### src/rtl/oreg_display_driver.sv
// OREG value -> 3-digit BCD (9-edge double-dabble) -> multiplexed 7-segment scan.
// Optional leading-zero blanking under `LEADING_ZERO_BLANK_EN; default build shows all digits.
module oreg_display_driver #(
  parameter int REFRESH_DIV    = 1024,
  parameter bit SEG_ACTIVE_LOW = 1'b1
) (
  input  logic        clk,
  input  logic        rst,
  input  logic [8:0]  o_in,
  output logic [6:0]  seg,
  output logic [2:0]  an,
  output logic [11:0] bcd,
  output logic        busy,
  output logic        valid
);

  typedef enum logic {IDLE, SHIFT} state_t;

  state_t      state;
  logic [8:0]  last_val;
  logic        force_cnv;
  logic [20:0] sreg;
  logic [3:0]  iter;
  logic [20:0] adj;
  logic [20:0] shifted;
  logic [15:0] scan_cnt;
  logic [1:0]  digit;
  logic [3:0]  nib;
  logic        blank;
  logic [6:0]  seg_hi;
  logic [2:0]  an_hi;

  function automatic logic [6:0] seg_decode(input logic [3:0] d);
    case (d)
      4'd0:    seg_decode = 7'b0111111;
      4'd1:    seg_decode = 7'b0000110;
      4'd2:    seg_decode = 7'b1011011;
      4'd3:    seg_decode = 7'b1001111;
      4'd4:    seg_decode = 7'b1100110;
      4'd5:    seg_decode = 7'b1101101;
      4'd6:    seg_decode = 7'b1111101;
      4'd7:    seg_decode = 7'b0000111;
      4'd8:    seg_decode = 7'b1111111;
      4'd9:    seg_decode = 7'b1101111;
      default: seg_decode = 7'b0000000;
    endcase
  endfunction

  // Add-3 on every BCD nibble >= 5, then shift the whole register left.
  always_comb begin
    adj = sreg;
    if (sreg[20:17] >= 4'd5) adj[20:17] = sreg[20:17] + 4'd3;
    if (sreg[16:13] >= 4'd5) adj[16:13] = sreg[16:13] + 4'd3;
    if (sreg[12:9]  >= 4'd5) adj[12:9]  = sreg[12:9]  + 4'd3;
    shifted = {adj[19:0], 1'b0};
  end

  always_ff @(posedge clk or negedge rst) begin
    if (!rst) begin
      state     <= IDLE;
      last_val  <= 9'd0;
      force_cnv <= 1'b1;
      sreg      <= 21'd0;
      iter      <= 4'd0;
      bcd       <= 12'd0;
      busy      <= 1'b0;
      valid     <= 1'b0;
    end else begin
      case (state)
        IDLE: begin
          if (o_in != last_val || force_cnv) begin
            last_val  <= o_in;
            force_cnv <= 1'b0;
            sreg      <= {12'd0, o_in};
            iter      <= 4'd0;
            busy      <= 1'b1;
            state     <= SHIFT;
          end
        end
        SHIFT: begin
          sreg <= shifted;
          iter <= iter + 4'd1;
          if (iter == 4'd8) begin
            bcd   <= shifted[20:9];
            valid <= 1'b1;
            busy  <= 1'b0;
            state <= IDLE;
          end
        end
        default: state <= IDLE;
      endcase
    end
  end

  always_ff @(posedge clk or negedge rst) begin
    if (!rst) begin
      scan_cnt <= 16'd0;
      digit    <= 2'd0;
    end else if (scan_cnt == 16'(REFRESH_DIV - 1)) begin
      scan_cnt <= 16'd0;
      digit    <= (digit == 2'd2) ? 2'd0 : digit + 2'd1;
    end else begin
      scan_cnt <= scan_cnt + 16'd1;
    end
  end

  always_comb begin
    case (digit)
      2'd0:    nib = bcd[3:0];
      2'd1:    nib = bcd[7:4];
      2'd2:    nib = bcd[11:8];
      default: nib = 4'hF;
    endcase
    blank = 1'b0;
`ifdef LEADING_ZERO_BLANK_EN
    if (digit == 2'd2 && bcd[11:8] == 4'd0) blank = 1'b1;
    if (digit == 2'd1 && bcd[11:4] == 8'd0) blank = 1'b1;
`endif
    seg_hi = (valid && !blank) ? seg_decode(nib) : 7'b0000000;
    an_hi  = valid ? (3'b001 << digit) : 3'b000;
    seg    = SEG_ACTIVE_LOW ? ~seg_hi : seg_hi;
    an     = SEG_ACTIVE_LOW ? ~an_hi  : an_hi;
  end

endmodule

### config.mk
export PLATFORM = sky130hd
export DESIGN_NAME = oreg_display_driver
export DESIGN_NICKNAME = d
export VERILOG_FILES = /design/src/rtl/oreg_display_driver.sv
export SDC_FILE = /design/constraint.sdc
export NUM_CORES = 1
export LEC_CHECK = 0
export ABC_CLOCK_PERIOD_IN_PS = 5800
export BUFFER_PORTS_ARGS = -buffer_cell sky130_fd_sc_hd__buf_2
export CAP_MARGIN = 15
export CORE_MARGIN = 5
export CORE_UTILIZATION = 50
export CTS_CLUSTER_DIAMETER = 200
export DETAILED_ROUTE_END_ITERATION = 12
export GPL_ROUTABILITY_DRIVEN = 0
export PLACE_DENSITY = 0.69
export SLEW_MARGIN = 0
export SYNTH_ARGS = -nofsm -noshare
export SYNTH_HDL_FRONTEND = slang
export SYNTH_SLANG_ARGS = --single-unit
### constraint.sdc
create_clock -name clk -period 5.8 [get_ports clk]
set_clock_uncertainty 0.15 [all_clocks]
set_input_delay 0.58 -clock clk [delete_from_list [all_inputs] [get_ports clk]]
set_output_delay 0.58 -clock clk [all_outputs]
set_load 0.005 [all_outputs]
Word level (Yosys, flattened, before mapping)
Memories as Yosys holds them, arrays and structs flattened.
Cells that the tools add are included.

word-level totals
  register bits after elaboration = 68
  bits in latches = 0
  RAM bits = 0
  memory bits (read-only) = 112
  input bits = 11
  output and inout port bits = 24
  logic and storage cells = 54
  memories kept = 1

memories
  memory           depth  width  read ports  clocked after Yosys merged registers in  write ports  line  text
  (no name shown)  16     7      1           0                                        0            34    case (d)

cells by class
  add/sub/neg operators = 6
  multipliers = 0
  div/mod/pow operators = 0
  order comparisons = 3
  equal/unequal tests = 7
  shift-type cells = 1
  multiplexer cells = 18
  bitwise logic cells = 3
  reduce and logical (&&, ||, !) cells = 5

operators with widths
  kind                                                                      number
  21-bit one-hot mux with 2 select lines                                    1
  21-bit 2-to-1 mux                                                         1
  16-bit by 1-bit adder with 16-bit output (second input constant)          1
  16-bit by 10-bit equality test with 1-bit output (second input constant)  1
  16-bit 2-to-1 mux                                                         1
  4-bit by 3-bit >= comparator with 1-bit output (second input constant)    3
  4-bit 2-to-1 mux                                                          3
  4-bit one-hot mux with 3 select lines                                     1
  9-bit inequality test                                                     1
  4-bit by 2-bit adder with 4-bit output (second input constant)            2
  4-bit one-hot mux with 2 select lines                                     1
  7-bit 2-to-1 mux                                                          1
  7-bit NOT                                                                 1
  3-bit 2-to-1 mux                                                          2
  2-bit AND reduction                                                       3
  4-bit by 1-bit adder with 4-bit output (second input constant)            1
  4-bit equality test (second input constant)                               1
  1-bit 2-to-1 mux                                                          4
  1-bit one-hot mux with 2 select lines                                     2
  3-bit by 2-bit adder with 3-bit output (second input constant)            1
  3-bit NOT                                                                 1
  1-bit by 2-bit << shifter with 3-bit output (first input constant)        1
  2-bit by 1-bit adder with 2-bit output (second input constant)            1
  2-bit by 1-bit equality test with 1-bit output (second input constant)    1
  7 further kinds                                                           7

Logic depth before layout (Yosys ltp)
An unclocked memory read counts as a cell.

  word-level depth = 5
  gate-level depth with buffers = 8
  mapped depth without buffers = 7

Worst setup path after synthesis
OpenSTA, ideal clock, no wires.

  kind = reg-to-output
  start = register digit[0]
  end = output seg[4]
  arrival time = 1.732 ns
  required time = 5.070 ns
  setup slack = 3.338 ns
  cell stages (with the launch flop) = 9
  buffers on the path = 1
  cells stage by stage = dfrtp_1 buf_2 mux2i_1 a2bb2oi_1 inv_1 ha_1 a211oi_1 a211oi_1 o21ai_0

between the ends
  word-level cells in the longest chain between the ends = 5
  elaborated cells on any way between the ends = 7
  classes of those cells = 2 x eq/ne; 2 x mux; 1 x bitwise; 1 x reduce/logical; 1 x memory

ends and longest elaborated chain
  item                                         line  text
  start, declared                              27    logic [1:0] digit;
  start signal, assigned                       101   digit <= (digit == 2'd2) ? 2'd0 : digit + 2'd1;
  2-bit equality test (tied with other cells)  108   case (digit)
  4-bit one-hot mux with 3 select lines (*)    108
  memory 16 x 7 bit (*)                        --
  7-bit 2-to-1 mux (*)                         119   seg_hi = (valid && !blank) ? seg_decode(nib) : 7'b0000000;
  7-bit NOT (*)                                121   seg = SEG_ACTIVE_LOW ? ~seg_hi : seg_hi;
  end, declared                                10    output logic [6:0] seg,

Mark *: on every way between the ends. The rest lies on a longest branch, timed or not.

Worst setup path in the final report
Same ends and word-level chain as after synthesis.

==> results_dict.tcl <==
set metrics [dict create \
    status "complete, no violations" \
    clk_pin_slew_ns 0.07 \
    place_ws_ns 2.97 \
    setup_viol 0 \
    p_per_area_nw_per_um2 465 \
    post_synth.cell_area_avg_um2 10.9 \
    antenna_found_initial 0 \
    ys_types 47 \
    cp_max_fo 12 \
    io_pins 35 \
    finalHoldViolations 0 \
    cts_buffers 9 \
    ys.flop_type "dfrtp_1" \
    htree_levels 3 \
    die_x_um 93.7 \
    p_leak_nw 1.79 \
    clock_latency_ns 0.34 \
    nNetsFinal 383 \
    period_share_pct 55.1 \
    worst-slew-pin-transition_ns 0.935 \
    start_util_pct 51.6 \
    r2r_start "last_val[4]" \
    grt_pass1_vias 2461 \
    overflow 0 \
    drt_pass1_iterations 4 \
    synthCells 323 \
    wl_per_cell_um 14.8 \
    critPathLaunchType "flip-flop" \
    routed_wirelength_um 6790 \
    fin_ws_ns 2.61 \
    areaGrowthSynthToFinish_pct 12.4 \
    cts-root-buf "clkbuf_8" \
    synth_edf_count 0 \
    cp.required_ns 5.07 \
    route.detailed.drc 0 \
    max_cap_violations 0 \
    ant_nets 0 \
    rsz0062_at_grt "no" \
    grt_max_degree 69 \
    grt_pass1_wl_um 11700 \
    fin_tns_setup_ns 0 \
    drt_iter0_drc 108 \
    slew_violations 0 \
    core_area_um2 6790 \
    cts_buffer_depth 2 \
    synth_nets 348 \
    yosysWarningCount 0 \
    finalCriticalPeriod_ns 3.19 \
    clock-sinks 68 \
    dp_hpwl_um 4730 \
    async_flop_share_pct 100 \
    power_mw 1.83 \
    cts_setup_buffers 0 \
    rrSetupSlack_ns 3.45 \
    yosysSeqAreaShare_pct 48.6 \
    num_rows 30 \
    ys_seq_elements 68 \
    cts_tree "built" \
    end_kind "output pin" \
    viasPerCell 5.52 \
    drive_above_1_share_pct 20.1 \
    grt_use_total_pct 16.7 \
    hold_path.class "input port to asynchronous set/reset pin" \
    dieArea_um2 8790 \
    arrival_ns 2.46 \
    r2r_end "state" \
    rr_worst_depth 4 \
    num_vias 2533 \
    peakVddDrop_mv 0.173 \
    synth_area_um2 3510 \
    hold_buffers 0 \
    slew-limit-headroom_pct 37.1 \
    post_cts_resized 0 \
    crit_type "flip-flop to output pin" \
    io_buffers 34 \
    fmax_mhz 313 \
    fp.dieH_um 93.7 \
    antenna_cells 0 \
]
-- sequential cells by signal, summed over array words and instances, names as in the netlist, 2 cells and up --
register,cells
iter,4
sreg,21
scan_cnt,16
digit,2
last_val,9
bcd,12
-- worst max-delay path by stage --
stage	startpoint	endpoint	slack, ns	cells after the start
after floorplan	digit[0]	seg[4]	3.34	8
after global placement	digit[0]	seg[4]	3.08	8
after detailed placement	digit[0]	seg[4]	2.97	8
after CTS	digit[0]	seg[4]	2.61	8
after global routing	digit[0]	seg[4]	2.38	8
final	digit[0]	seg[4]	2.61	8
-- critical path: stages, from the launching register on --
cell       delay (ns)
dfrtp_1          0.57
nand2b_1         0.23
a2bb2oi_1        0.41
inv_1            0.15
ha_1             0.23
a211oi_1         0.18
a211oi_1         0.07
o21ai_0          0.17
buf_2            0.13
-- metal layers --
layer	GRT usage [%]	part of all wire [%]
met3	3.69	4.6
met5	0	0
met2	26.4	47
met1	22.9	48
met4	5.05	1.0
-- cells by family (layout without fill, tap and decap cells) --
| logic type | count (synthesis) | count (layout) | synth area share [%] |
|---|---|---|---|
| AND/OR/NAND/NOR | 85 | 85 | 13.8 |
| AO/OA/AOI/OAI | 81 | 81 | 16.0 |
| flip-flops | 68 | 68 | 48.6 |
| XOR/XNOR | 28 | 28 | 6.99 |
| buffers and inverters | 25 | 65 | 2.93 |
| multiplexers | 22 | 22 | 6.78 |
| adder cells (fa/ha/maj) | 14 | 14 | 5.00 |
-- cell usage after synthesis (5+ instances only) --
library cell | count | share of area [%]
and2_1 | 5 | 0.89
o211ai_1 | 5 | 1.1
nand2_1 | 24 | 2.6
nand2b_1 | 5 | 0.89
o22ai_1 | 6 | 1.1
nor3b_1 | 5 | 1.1
a21oi_1 | 9 | 1.3
o21ai_0 | 21 | 3.0
o31ai_1 | 8 | 1.7
mux2i_1 | 8 | 2.3
clkbuf_1 | 10 | 1.1
nand3_1 | 12 | 1.7
dfrtp_1 | 67 | 48
xnor2_1 | 17 | 4.2
xor2_1 | 11 | 2.7
a41oi_1 | 8 | 2.0
o2bb2ai_1 | 5 | 1.2
mux2_2 | 14 | 4.5
and3_1 | 5 | 0.89
inv_1 | 12 | 1.3
ha_1 | 14 | 5.0
nand4_1 | 5 | 0.89
nor2_1 | 10 | 1.1
a2bb2oi_1 | 10 | 2.5
-- through the flow --
| stage | util, % | hold slack [ns] | cells | cell area [µm²] |
|---|---|---|---|---|
| CTS | 58.0 | 0.305 | 459 | 3940 |
| finish | 58.0 | 0.280 | 459 | 3940 |
| detailed placement | 55.3 | 0.296 | 443 | 3760 |
| global route | 58.0 | 0.326 | 459 | 3940 |
| floorplan | - | 0.134 | 323 | 3510 |
| global placement | 55.3 | 0.288 | 443 | 3760 |
-- cell usage in the layout (no fill, tap or decap), drive strengths merged, types with 6 or more instances in the layout --
master,Yosys,routed
nand3,12,12
mux2i,8,8
clkbuf,10,14
a21oi,9,9
a41oi,8,8
xor2,11,11
ha,14,14
dfrtp,67,67
buf,2,36
a2bb2oi,10,10
inv,12,12
xnor2,17,17
mux2,14,14
nand2,24,24
nor2,10,10
nand4,7,7
o21ai,21,21
o22ai,6,6
o31ai,8,8
-- where the power goes --
part,switching (mW),internal (mW),total (mW)
logic,0.398,0.336,0.733
registers,0.116,0.625,0.740
clock network,0.169,0.189,0.358
-- cell type report --
cell class	instances	area, µm²
fill	590	2850
sequential	68	1700
multi-input combinational	230	1700
timing repair buffer	36	185
clock buffer	14	173
tap	96	120
inverter	13	48.8
clock inverter	2	10.0
Note: power is estimated with default switching activity, not from simulation.
